$ cat src/rtl/ks_seq_pkg.sv
// Shared types and defaults for the Karplus-Strong note sequencer.
package ks_seq_pkg;

    // Sequencer control states; ADVANCE is a transition, not a state.
    typedef enum logic [1:0] {
        ST_IDLE = 2'd0,
        ST_LOAD = 2'd1,
        ST_PLAY = 2'd2
    } state_e;

    // Sample ticks the pluck request stays high at the start of a note.
    localparam int DEFAULT_PLUCK_TICKS = 2;

    localparam int DEFAULT_DATA_WIDTH = 8;
    localparam int DEFAULT_DUR_WIDTH  = 8;

    // One table entry at the default widths: duration in the upper field,
    // period in the lower field. Instances with other widths keep this layout.
    typedef struct packed {
        logic [DEFAULT_DUR_WIDTH-1:0]  dur;
        logic [DEFAULT_DATA_WIDTH-1:0] period;
    } step_t;

endpackage

$ cat src/rtl/ks_seq_step_mem.sv
// Step table: NUM_STEPS entries, synchronous write, asynchronous read,
// synchronous clear on reset.
module ks_seq_step_mem
    import ks_seq_pkg::*;
#(
    parameter int  NUM_STEPS = 8,
    parameter type entry_t   = step_t
) (
    input  logic                         clk,
    input  logic                         rst_n,
    input  logic                         we_i,
    input  logic [$clog2(NUM_STEPS)-1:0] waddr_i,
    input  entry_t                       wdata_i,
    input  logic [$clog2(NUM_STEPS)-1:0] raddr_i,
    output entry_t                       rdata_o
);

    entry_t mem_q [NUM_STEPS];
    entry_t mem_d [NUM_STEPS];

    // Next table contents: keep everything, overwrite the addressed entry.
    always_comb begin
        // NOTE: assign a default before any conditional update so every path drives the signal; otherwise a latch is inferred.
        mem_d = mem_q;
        if (we_i) begin
            mem_d[waddr_i] = wdata_i;
        end
    end

    // Table storage, cleared to all-zero entries on reset.
    always_ff @(posedge clk) begin
        // NOTE: sequential state uses non-blocking (<=) so every flop samples pre-edge values; blocking here would create order-dependent races.
        if (!rst_n) begin
            // NOTE: this table is deliberately reset (a zero entry is a defined rest); large RAM-style memories normally are not, so they can map to RAM macros.
            mem_q <= '{default: '0};
        end else begin
            mem_q <= mem_d;
        end
    end

    assign rdata_o = mem_q[raddr_i];

endmodule

$ cat src/rtl/ks_note_sequencer.sv
// Step sequencer driving ks_string: walks the note table, presents each
// period, pulses pluck for PLUCK_TICKS sample ticks and waits out the duration.
module ks_note_sequencer
    import ks_seq_pkg::*;
#(
    parameter int NUM_STEPS   = 8,
    parameter int DATA_WIDTH  = 8,
    parameter int DUR_WIDTH   = 8,
    parameter int PLUCK_TICKS = DEFAULT_PLUCK_TICKS
) (
    input  logic                         clk,
    input  logic                         rst_n,
    input  logic                         sample_tick_i,
    input  logic                         cfg_we_i,
    input  logic [$clog2(NUM_STEPS)-1:0] cfg_addr_i,
    input  logic [DATA_WIDTH-1:0]        cfg_period_i,
    input  logic [DUR_WIDTH-1:0]         cfg_dur_i,
    input  logic                         start_i,
    input  logic                         stop_i,
    input  logic                         loop_en_i,
    input  logic [$clog2(NUM_STEPS):0]   length_i,
    output logic [DATA_WIDTH-1:0]        period_o,
    output logic                         pluck_o,
    output logic [$clog2(NUM_STEPS)-1:0] step_o,
    output logic                         busy_o,
    output logic                         done_o
);

    localparam int AW = $clog2(NUM_STEPS);
    localparam int LW = AW + 1;

    typedef struct packed {
        logic [DUR_WIDTH-1:0]  dur;
        logic [DATA_WIDTH-1:0] period;
    } entry_t;

    entry_t wr_entry;
    entry_t rd_entry;

    state_e                state_q,  state_d;
    logic [AW-1:0]         step_q,   step_d;
    logic [LW-1:0]         len_q,    len_d;
    logic [DUR_WIDTH-1:0]  cnt_q,    cnt_d;
    logic [DUR_WIDTH-1:0]  dur_q,    dur_d;
    logic [DATA_WIDTH-1:0] period_q, period_d;
    logic                  pluck_q,  pluck_d;
    logic                  busy_q,   busy_d;
    logic                  done_q,   done_d;
    logic                  advance;

    assign wr_entry = '{dur: cfg_dur_i, period: cfg_period_i};

    ks_seq_step_mem #(
        .NUM_STEPS (NUM_STEPS),
        .entry_t   (entry_t)
    ) u_step_mem (
        .clk     (clk),
        .rst_n   (rst_n),
        .we_i    (cfg_we_i),
        .waddr_i (cfg_addr_i),
        .wdata_i (wr_entry),
        .raddr_i (step_q),
        .rdata_o (rd_entry)
    );

    // Next-state and next-output logic for the IDLE/LOAD/PLAY sequencer.
    always_comb begin
        state_d  = state_q;
        step_d   = step_q;
        len_d    = len_q;
        cnt_d    = cnt_q;
        dur_d    = dur_q;
        period_d = period_q;
        done_d   = 1'b0;
        advance  = 1'b0;

        case (state_q)
            ST_IDLE: begin
                if (start_i && (length_i != '0)) begin
                    state_d = ST_LOAD;
                    step_d  = '0;
                    len_d   = (length_i > LW'(NUM_STEPS)) ? LW'(NUM_STEPS) : length_i;
                end
            end
            ST_LOAD: begin
                // The period is latched here, so later table writes to this
                // step only take effect at its next LOAD.
                period_d = rd_entry.period;
                dur_d    = rd_entry.dur;
                cnt_d    = '0;
                if (rd_entry.dur == '0) begin
                    advance = 1'b1;
                end else begin
                    state_d = ST_PLAY;
                end
            end
            ST_PLAY: begin
                if (sample_tick_i) begin
                    if (cnt_q + DUR_WIDTH'(1) == dur_q) begin
                        advance = 1'b1;
                    end else begin
                        cnt_d = cnt_q + DUR_WIDTH'(1);
                    end
                end
            end
            default: state_d = ST_IDLE;
        endcase

        if (advance) begin
            if ((LW'(step_q) + LW'(1)) < len_q) begin
                step_d  = step_q + AW'(1);
                state_d = ST_LOAD;
            end else if (loop_en_i) begin
                step_d  = '0;
                state_d = ST_LOAD;
            end else begin
                state_d = ST_IDLE;
                done_d  = 1'b1;
            end
        end

        // Abort overrides everything: back to IDLE with the visible
        // period/step frozen and no completion pulse.
        if (stop_i) begin
            state_d  = ST_IDLE;
            step_d   = step_q;
            len_d    = len_q;
            cnt_d    = cnt_q;
            dur_d    = dur_q;
            period_d = period_q;
            done_d   = 1'b0;
        end

        // Pluck is high for the first PLUCK_TICKS ticks of PLAY; a short
        // note leaves PLAY earlier, which truncates it naturally.
        pluck_d = (state_d == ST_PLAY) && (32'(cnt_d) < 32'(PLUCK_TICKS));
        busy_d  = (state_d != ST_IDLE);
    end

    // Sequencer registers, all outputs included.
    always_ff @(posedge clk) begin
        if (!rst_n) begin
            state_q  <= ST_IDLE;
            step_q   <= '0;
            len_q    <= '0;
            cnt_q    <= '0;
            dur_q    <= '0;
            period_q <= '0;
            pluck_q  <= 1'b0;
            busy_q   <= 1'b0;
            done_q   <= 1'b0;
        end else begin
            state_q  <= state_d;
            step_q   <= step_d;
            len_q    <= len_d;
            cnt_q    <= cnt_d;
            dur_q    <= dur_d;
            period_q <= period_d;
            pluck_q  <= pluck_d;
            busy_q   <= busy_d;
            done_q   <= done_d;
        end
    end

    assign period_o = period_q;
    assign pluck_o  = pluck_q;
    assign step_o   = step_q;
    assign busy_o   = busy_q;
    assign done_o   = done_q;

endmodule

$ cat config.mk
export PLATFORM = sky130hd
export DESIGN_NAME = ks_note_sequencer
export DESIGN_NICKNAME = d
export VERILOG_FILES = /design/src/rtl/ks_seq_pkg.sv /design/src/rtl/ks_seq_step_mem.sv /design/src/rtl/ks_note_sequencer.sv
export SDC_FILE = /design/constraint.sdc
export NUM_CORES = 1
export LEC_CHECK = 0
export CAP_MARGIN = 40
export CORE_UTILIZATION = 50
export DETAILED_ROUTE_END_ITERATION = 7
export GPL_TIMING_DRIVEN = 0
export PLACE_DENSITY = 0.75
export RECOVER_POWER = 25
export SETUP_SLACK_MARGIN = 0.5
export SLEW_MARGIN = 25
export SYNTH_ARGS = -nofsm -noshare
export SYNTH_HDL_FRONTEND = slang
export SYNTH_HIERARCHICAL = 1
export SYNTH_SLANG_ARGS = --single-unit
export TNS_END_PERCENT = 5
$ cat constraint.sdc
create_clock -name clk -period 3.2 [get_ports clk]
set_clock_uncertainty 0.2 [all_clocks]
set_input_delay 0.48 -clock clk [delete_from_list [all_inputs] [get_ports clk]]
set_output_delay 0.48 -clock clk [all_outputs]
set_load 0.02 [all_outputs]
# Word-level counts from Yosys, hierarchy flattened
# Cells that the tools add are included.
# totals
reg_bits	164
latchBits	0
mem_bits_rw	0
rom_bits	0
in_bits	30
wordCells	81
n_memories	0
# classes
add_sub_neg	3
mul	0
div_mod_pow	0
n_lt_le_gt_ge	6
n_eq_ne	4
n_shift	0
n_mux	28
n_bitwise	5
n_reduce_logical	10
# op_table
operator	count
128-bit bitwise mux	1
16-bit binary-select mux with 3-bit select	1
16-bit demux with 3-bit select	1
16-bit two-way mux	3
8-bit two-way mux	3
8-bit case mux with 2 select lines	1
3-bit two-way mux	5
8-bit by 1-bit adder with 8-bit output (second input constant)	1
8-bit == test	1
4-bit >= comparator (second input constant)	2
8-bit logical NOT	1
8-bit by 2-bit less-than comparator with 1-bit output (second input constant)	1
2-bit two-way mux	4
3-bit inverter with 4-bit output	2
1-bit two-way mux	6
2-bit case mux with 3 select lines	1
3-bit by 1-bit adder with 4-bit output (second input constant)	1
2-bit == test (second input constant)	2
4-bit > comparator (second input constant)	1
4-bit by 1-bit less-than comparator with 1-bit output (second input constant)	1
4-bit less-than comparator	1
4-bit two-way mux	1
4-bit nonzero test	1
4-bit OR reduction	1
9 further kinds	13

# Depth between registers and ports, before layout
# Gate-level depths: netlist of run 1.
# logic_depth
ltp_word	11
mapped_depth	12

# Modules after synthesis
# Netlist of run 1, hierarchy kept.
# modules_own_cells
mod	n_inst	cells_per_inst	area_per_inst_um2
ks_seq_step_mem	1	647	5972.0
ks_note_sequencer	1	249	2055.7

# Worst setup path before layout of run 1
# No wires, ideal clock.
# synth_timing
kind	register to register
from	reg step_q[2] (netlist: step_o[2])
to	reg state_q[0]
setup_time_ns	0.059
arrival_ns	2.997
setup_slack_ns	-0.056
stages_incl_launch_ff	13
synth_period_minus_slack_ns	3.256
cell_sequence	dfxtp_1 > buf_2 > buf_6 > buf_2 > mux4_2 > mux2_2 > nor4_1 > nand3_1 > a21oi_1 > o22ai_1 > a211o_1 > a21oi_1 > and2_1
# synth_rtl
item	line_no	rtl
start: declaration	ks_note_sequencer.sv:41	logic [AW-1:0] step_q, step_d;
start signal: assignment	ks_note_sequencer.sv:154	step_q <= step_d;
end signal: assignment	ks_note_sequencer.sv:153	state_q <= state_d;
end: declaration	ks_note_sequencer.sv:40	state_e state_q, state_d;

==> results of run 1 <==
## cell usage in the layout, fill, tap and decap left out, types with 4 or more instances in the layout
master             n
dlygate4sd3_1      9
mux4_2            31
nand4b_1           4
o21ai_0            6
xnor2_1            6
clkbuf_16         17
nand4_1            5
nand2b_1           4
nand2_1          302
a211o_1            4
nor2b_1            5
buf_4             26
clkbuf_1          34
xor2_1             5
inv_1             11
a21boi_0          67
buf_12             4
and2_1             7
ha_1              10
mux2_2            13
dfxtp_1          159
a21boi_1          84
a31oi_1            4
o21ai_1            4
buf_2             22
a21oi_1            6
and3_1             7
inv_6              5
clkdlybuf4s50_1   18
nor2_1             6
## final cells by class
| class | count | area (sq um) |
|---|---|---|
| Fill cell | 1348 | 6080 |
| Multi-Input combinational cell | 636 | 4310 |
| Sequential cell | 164 | 3290 |
| Buffer | 85 | 519 |
| Clock buffer | 18 | 439 |
| Timing Repair Buffer | 36 | 338 |
| Tap cell | 211 | 264 |
| Clock inverter | 13 | 139 |
| Inverter | 11 | 41.3 |
## per-stage QoR
| stage | setup TNS (ns) | hold slack [ns] | std cells |
|---|---|---|---|
| 2_1_floorplan | 0 | 0.232 | 896 |
| 6_report | 0 | 0.158 | 1174 |
| 5_1_grt | -0.0184 | 0.152 | 1174 |
| 4_1_cts | 0 | 0.141 | 1174 |
| 3_3_place_gp | -0.107 | 0.239 | 1134 |
| 3_5_place_dp | -0.282 | 0.245 | 1134 |
## repair_timing
| item | 4_1_cts | 5_1_grt |
|---|---|---|
| pin swaps | 3 | 5 |
| buffers inserted | 9 | 0 |
| endpoints found under the setup margin | 13 | 14 |
| resized for setup | 14 | 17 |
## kinds of logic (layout without fill, tap and decap cells)
logic type | after synthesis | in the layout | synth area share (%)
AND/OR/NAND/NOR | 371 | 371 | 20.5
adder cells (fa/ha/maj) | 10 | 10 | 1.56
multiplexers | 51 | 51 | 11.7
buffers and inverters | 96 | 163 | 6.19
AO/OA/AOI/OAI | 192 | 192 | 17.8
flip-flops | 164 | 164 | 40.9
XOR/XNOR | 12 | 12 | 1.31
## flip-flops by register name, summed over array words and instances (netlist names)
name / count
u_step_mem/mem_q: 128
cnt_q: 8
dur_q: 8
period_o: 8
len_q: 4
step_o: 3
state_q: 2
busy_o: 1
done_o: 1
pluck_o: 1
## worst max-delay path: stages (launching register included)
cell	delay, ns
dfxtp_4	0.35
buf_8	0.14
buf_12	0.14
mux4_2	0.52
mux2_4	0.31
nor4_4	0.38
nand3_2	0.15
a21oi_2	0.16
o22ai_1	0.09
a211o_1	0.27
a21oi_4	0.18
and2_1	0.15
## where the power goes
part,internal [mW],switching [mW],leakage [nW],total [mW]
Sequential,2.08,0.0195,1.33,2.10
Combinational,0.124,0.173,1.70,0.297
Clock,1.12,0.903,0.288,2.02
## final timing paths
| kind | to | slack [ns] | cells past startpoint | from |
|---|---|---|---|---|
| min | u_step_mem/mem_q[127] | 0.16 | 3 | cfg_dur_i[7] |
| max reg2reg | state_q[0] | 0.11 | 11 | step_o[0] |
| max | state_q[0] | 0.11 | 11 | step_o[0] |
| min reg2reg | u_step_mem/mem_q[89] | 0.25 | 2 | u_step_mem/mem_q[89] |
## metal layers
layer  GRT usage, %  vias to the layer above  share of wire (%)
met5              0                        -                  0
met4           7.68                        0                1.8
met3           5.99                       36                6.3
met2           43.4                      191                 47
met1           32.5                     3090                 45
li1               -                     3156                  -
==> results.json, run 1 <==
{
  "syn2layout_area_growth_pct": 16.4,
  "relSlewSlack_pct": 4.33,
  "syn_nets": 936,
  "dieArea_sq_um": 16600,
  "crit_required_ns": 3.37,
  "rows": 45,
  "vias": 6473,
  "antenna_found_initial": 0,
  "start_util_pct": 52.0,
  "synth_flop_cell": "dfxtp_1",
  "hp-class": "primary input to register",
  "setup_slack_ns": 0.111,
  "max_freq_mhz": 324,
  "drv_cap": 0,
  "ir_worst_vdd_mv": 0.398,
  "cts_tree": "built",
  "grt.overflow.total": 0,
  "grt_pass1_vias": 6380,
  "chipWidth_um": 129,
  "diodes": 0,
  "outcome": "complete, no violations",
  "p_leak_nw": 3.31,
  "io_pins": 44,
  "htree_levels": 4,
  "dpl_cell_area_sq_um": 8630,
  "place_congestion": 0.855,
  "design_area_sq_um": 9350,
  "drtIter0Drc": 437,
  "via_per_inst": 5.51,
  "clk_path_buf_depth": 2,
  "ys.warnings.count": 6,
  "critPathArrivalTime_ns": 3.26,
  "setup_viol": 0,
  "final_util_pct": 60.6,
  "grt_pass1_wl_um": 32700,
  "place_ws_ns": -0.0542,
  "synth_commonest_cells": "302 x nand2_1, 164 x dfxtp_1, 87 x a21boi_1, 64 x a21boi_0, 35 x clkbuf_1",
  "syn_inst": 896,
  "async_flop_share_pct": 0,
  "crit_path_end_kind": "register",
  "dp_hpwl_um": 14000,
  "period_needed_ns": 3.09,
  "worst_slew_pin_slew_ns": 1.42,
  "root_buffer": "clkbuf_16",
  "nNetsFinal": 991,
  "routed_wl_um": 20000,
  "synth_area_leaders": "dfxtp_1 41%, nand2_1 14%, a21boi_1 8.1%",
  "drt-pass1-iter-count": 5,
  "wl_per_cell_um": 17.0,
  "rsz0062_at_grt": "yes",
  "grt_max_degree": 17,
  "fin_crit_sh_pct": 96.5,
  "hold_viol_final": 0,
  "yosys.area.top_type": "dfxtp_1",
  "power_mw": 4.41,
  "path_clk_slew_ns": 0.07,
  "crit_type": "register to register",
  "yosys.area.top_type_share_pct": 40.9,
  "syn-cell-area_sq_um": 8030,
  "synth_most_common_cell": "nand2_1",
  "cp-start-kind": "register",
  "ys_seq_area_share_pct": 40.9,
  "drive_gt1_share_pct": 16.2,
  "cts_buffers": 17,
  "synth.distinct_cells": 54,
  "avgSynthCellArea_sq_um": 8.96,
  "grtUsageTotal_pct": 25.6,
  "postCtsHoldBufs": 0,
  "cts_num_sinks": 164,
  "yosys_register_bits": 164,
  "port_buffers": 27,
  "finalMaxSlewViolations": 0,
  "fp.dieH_um": 129,
  "synth-edff-count": 0,
  "power-per-cell-area_nw_per_um2": 472,
  "remaining_drc_errors": 0,
  "worst_skew_pair.late_latency_ns": 0.43,
  "coreArea_sq_um": 15400,
  "crit_fanout": 9,
  "ant_nets": 0
}
Note: power is estimated with default switching activity, not from simulation.
==> run 2, diff against run 1 <==
Settings changed: PLACE_DENSITY 0.75 to 0.73.
Clock period 3.2 ns to 3.49 ns, I/O delays scaled along.
==> run 2 against run 1 <==
Via count shrank 0.51%. First-iteration DRC count shrank 0.69%. Utilization grew 0.14 points. Wire length shrank 2.2%. Worst hold slack gained 0.036 ns. Sequential power shrank 9%. Combinational power shrank 8.4%.
==> results.json, run 2 (synthesis results as in run 1) <==
{
  "dieArea_sq_um": 16600,
  "crit_fanout": 6,
  "met1_length_um": 8820,
  "p_leak_nw": 3.31,
  "cp-start-kind": "register",
  "hold_start": "cfg_dur_i[7]",
  "final_common_cell": "nand2_1",
  "period_needed_ns": 3.14,
  "ant_nets": 0,
  "crit_required_ns": 3.63,
  "ir_worst_vdd_mv": 0.363,
  "drtIter0Drc": 434,
  "worst_slew_pin_slew_ns": 1.37,
  "postCtsHoldBufs": 0,
  "drive_gt1_share_pct": 14.8,
  "clk_path_buf_depth": 2,
  "drt-pass1-iter-count": 5,
  "fin_crit_sh_pct": 89.9,
  "grt_pass1_wl_um": 32000,
  "top_layer": "met4",
  "diodes": 0,
  "path_clk_slew_ns": 0.06,
  "via_per_inst": 5.48,
  "met2_length_um": 9320,
  "relSlewSlack_pct": 7.43,
  "timing.rr.end": "pluck_o",
  "hold_viol_final": 0,
  "grt.overflow.total": 0,
  "worstHoldEndpoint": "u_step_mem/mem_q[127]",
  "hp-class": "primary input to register",
  "place_inst": 1134,
  "power_mw": 4.20,
  "htree_levels": 4,
  "r2r_slack_ns": 0.35,
  "port_buffers": 27,
  "fp.dieH_um": 129,
  "cts_tree": "built",
  "outcome": "complete, no violations",
  "routed_wl_um": 19600,
  "vias": 6440,
  "start_util_pct": 52.0,
  "grtUsageTotal_pct": 25.3,
  "rr_startpoint": "cnt_q[0]",
  "max_freq_mhz": 319,
  "grt_max_degree": 17,
  "crit_path_end_kind": "register",
  "largest_register_ffs": 128,
  "remaining_drc_errors": 0,
  "largest_register": "u_step_mem/mem_q",
  "min_path_cells": 3,
  "cts_buffers": 17,
  "setup_slack_ns": 0.354,
  "drv_cap": 0,
  "dp_hpwl_um": 13900,
  "crit_type": "register to register",
  "grt_pass1_vias": 6213,
  "power-per-cell-area_nw_per_um2": 448,
  "rows": 45,
  "nNetsFinal": 992,
  "io_pins": 44,
  "coreArea_sq_um": 15400,
  "finalMaxSlewViolations": 0,
  "fin_cells": 1176,
  "rsz0062_at_grt": "yes",
  "layout_common_cells": "302 x nand2_1, 162 x dfxtp_1, 80 x a21boi_1",
  "worst_skew_pair.late_latency_ns": 0.43,
  "cts_num_sinks": 164,
  "worstRegToRegCells": 8,
  "syn2layout_area_growth_pct": 16.7,
  "wl_met3_um": 1150,
  "antenna_found_initial": 0,
  "place_congestion": 0.842,
  "setup_viol": 0,
  "root_buffer": "clkbuf_16",
  "place_ws_ns": -0.127,
  "critPathArrivalTime_ns": 3.28,
  "wl_per_cell_um": 16.6,
  "chipWidth_um": 129,
  "final_util_pct": 60.7
}
run 2: routing by layer:
metal	global-route usage [%]	up-vias
met4	9.00	0
met3	4.20	23
met1	33.2	3068
met5	0	-
li1	-	3166
met2	42.3	183
run 2: report_power, final:
part	internal, mW	switching (mW)
registers	1.90	0.0178
clock network	1.21	0.795
logic	0.115	0.157
total	3.23	0.970
run 2: how the worst max path moves through the flow:
| stage | from | endpoint | slack [ns] | cells past startpoint |
|---|---|---|---|---|
| detailed placement | step_o[1] | state_q[0] | -0.13 | 10 |
| finish | cnt_q[0] | pluck_o | 0.35 | 8 |
| global route | step_o[0] | state_q[0] | 0.21 | 11 |
| CTS | step_o[0] | state_q[0] | 0.38 | 11 |
| floorplan | step_o[0] | state_q[0] | 0.51 | 11 |
| global placement | step_o[1] | state_q[0] | -0.09 | 10 |
run 2: final cells by class:
cell class                      instances  area [sq um]
Timing Repair Buffer                   37           345
Sequential cell                       164          3290
Fill cell                            1371          6060
Clock inverter                         13           194
Buffer                                 85           517
Multi-Input combinational cell        636          4280
Clock buffer                           19           433
Tap cell                              211           264
Inverter                               11          41.3
run 2: per-stage QoR:
step                hold WS [ns]  instance area, sq um  setup TNS, ns
detailed placement         0.245                  8590         -0.438
CTS                        0.176                  9380              0
global route               0.190                  9370              0
global placement           0.239                  8590         -0.252
floorplan                  0.231                  8050              0
finish                     0.194                  9370              0
run 2: what timing repair did:
item | 4_1_cts | 5_1_grt
resized for setup | 26 | 2
pin swaps | 6 | 1
setup buffers | 10 | 0
gates cloned | 0 | 0
endpoints found under the setup margin | 8 | 10
run 2: worst max-delay path, cell delays in order (launching register included):
cell	delay (ns)
dfxtp_1	0.46
ha_1	0.28
and3_1	0.27
xnor2_1	0.11
nor4b_2	0.47
nand4_1	0.21
a211o_1	0.31
or4_1	0.53
nor4_2	0.20
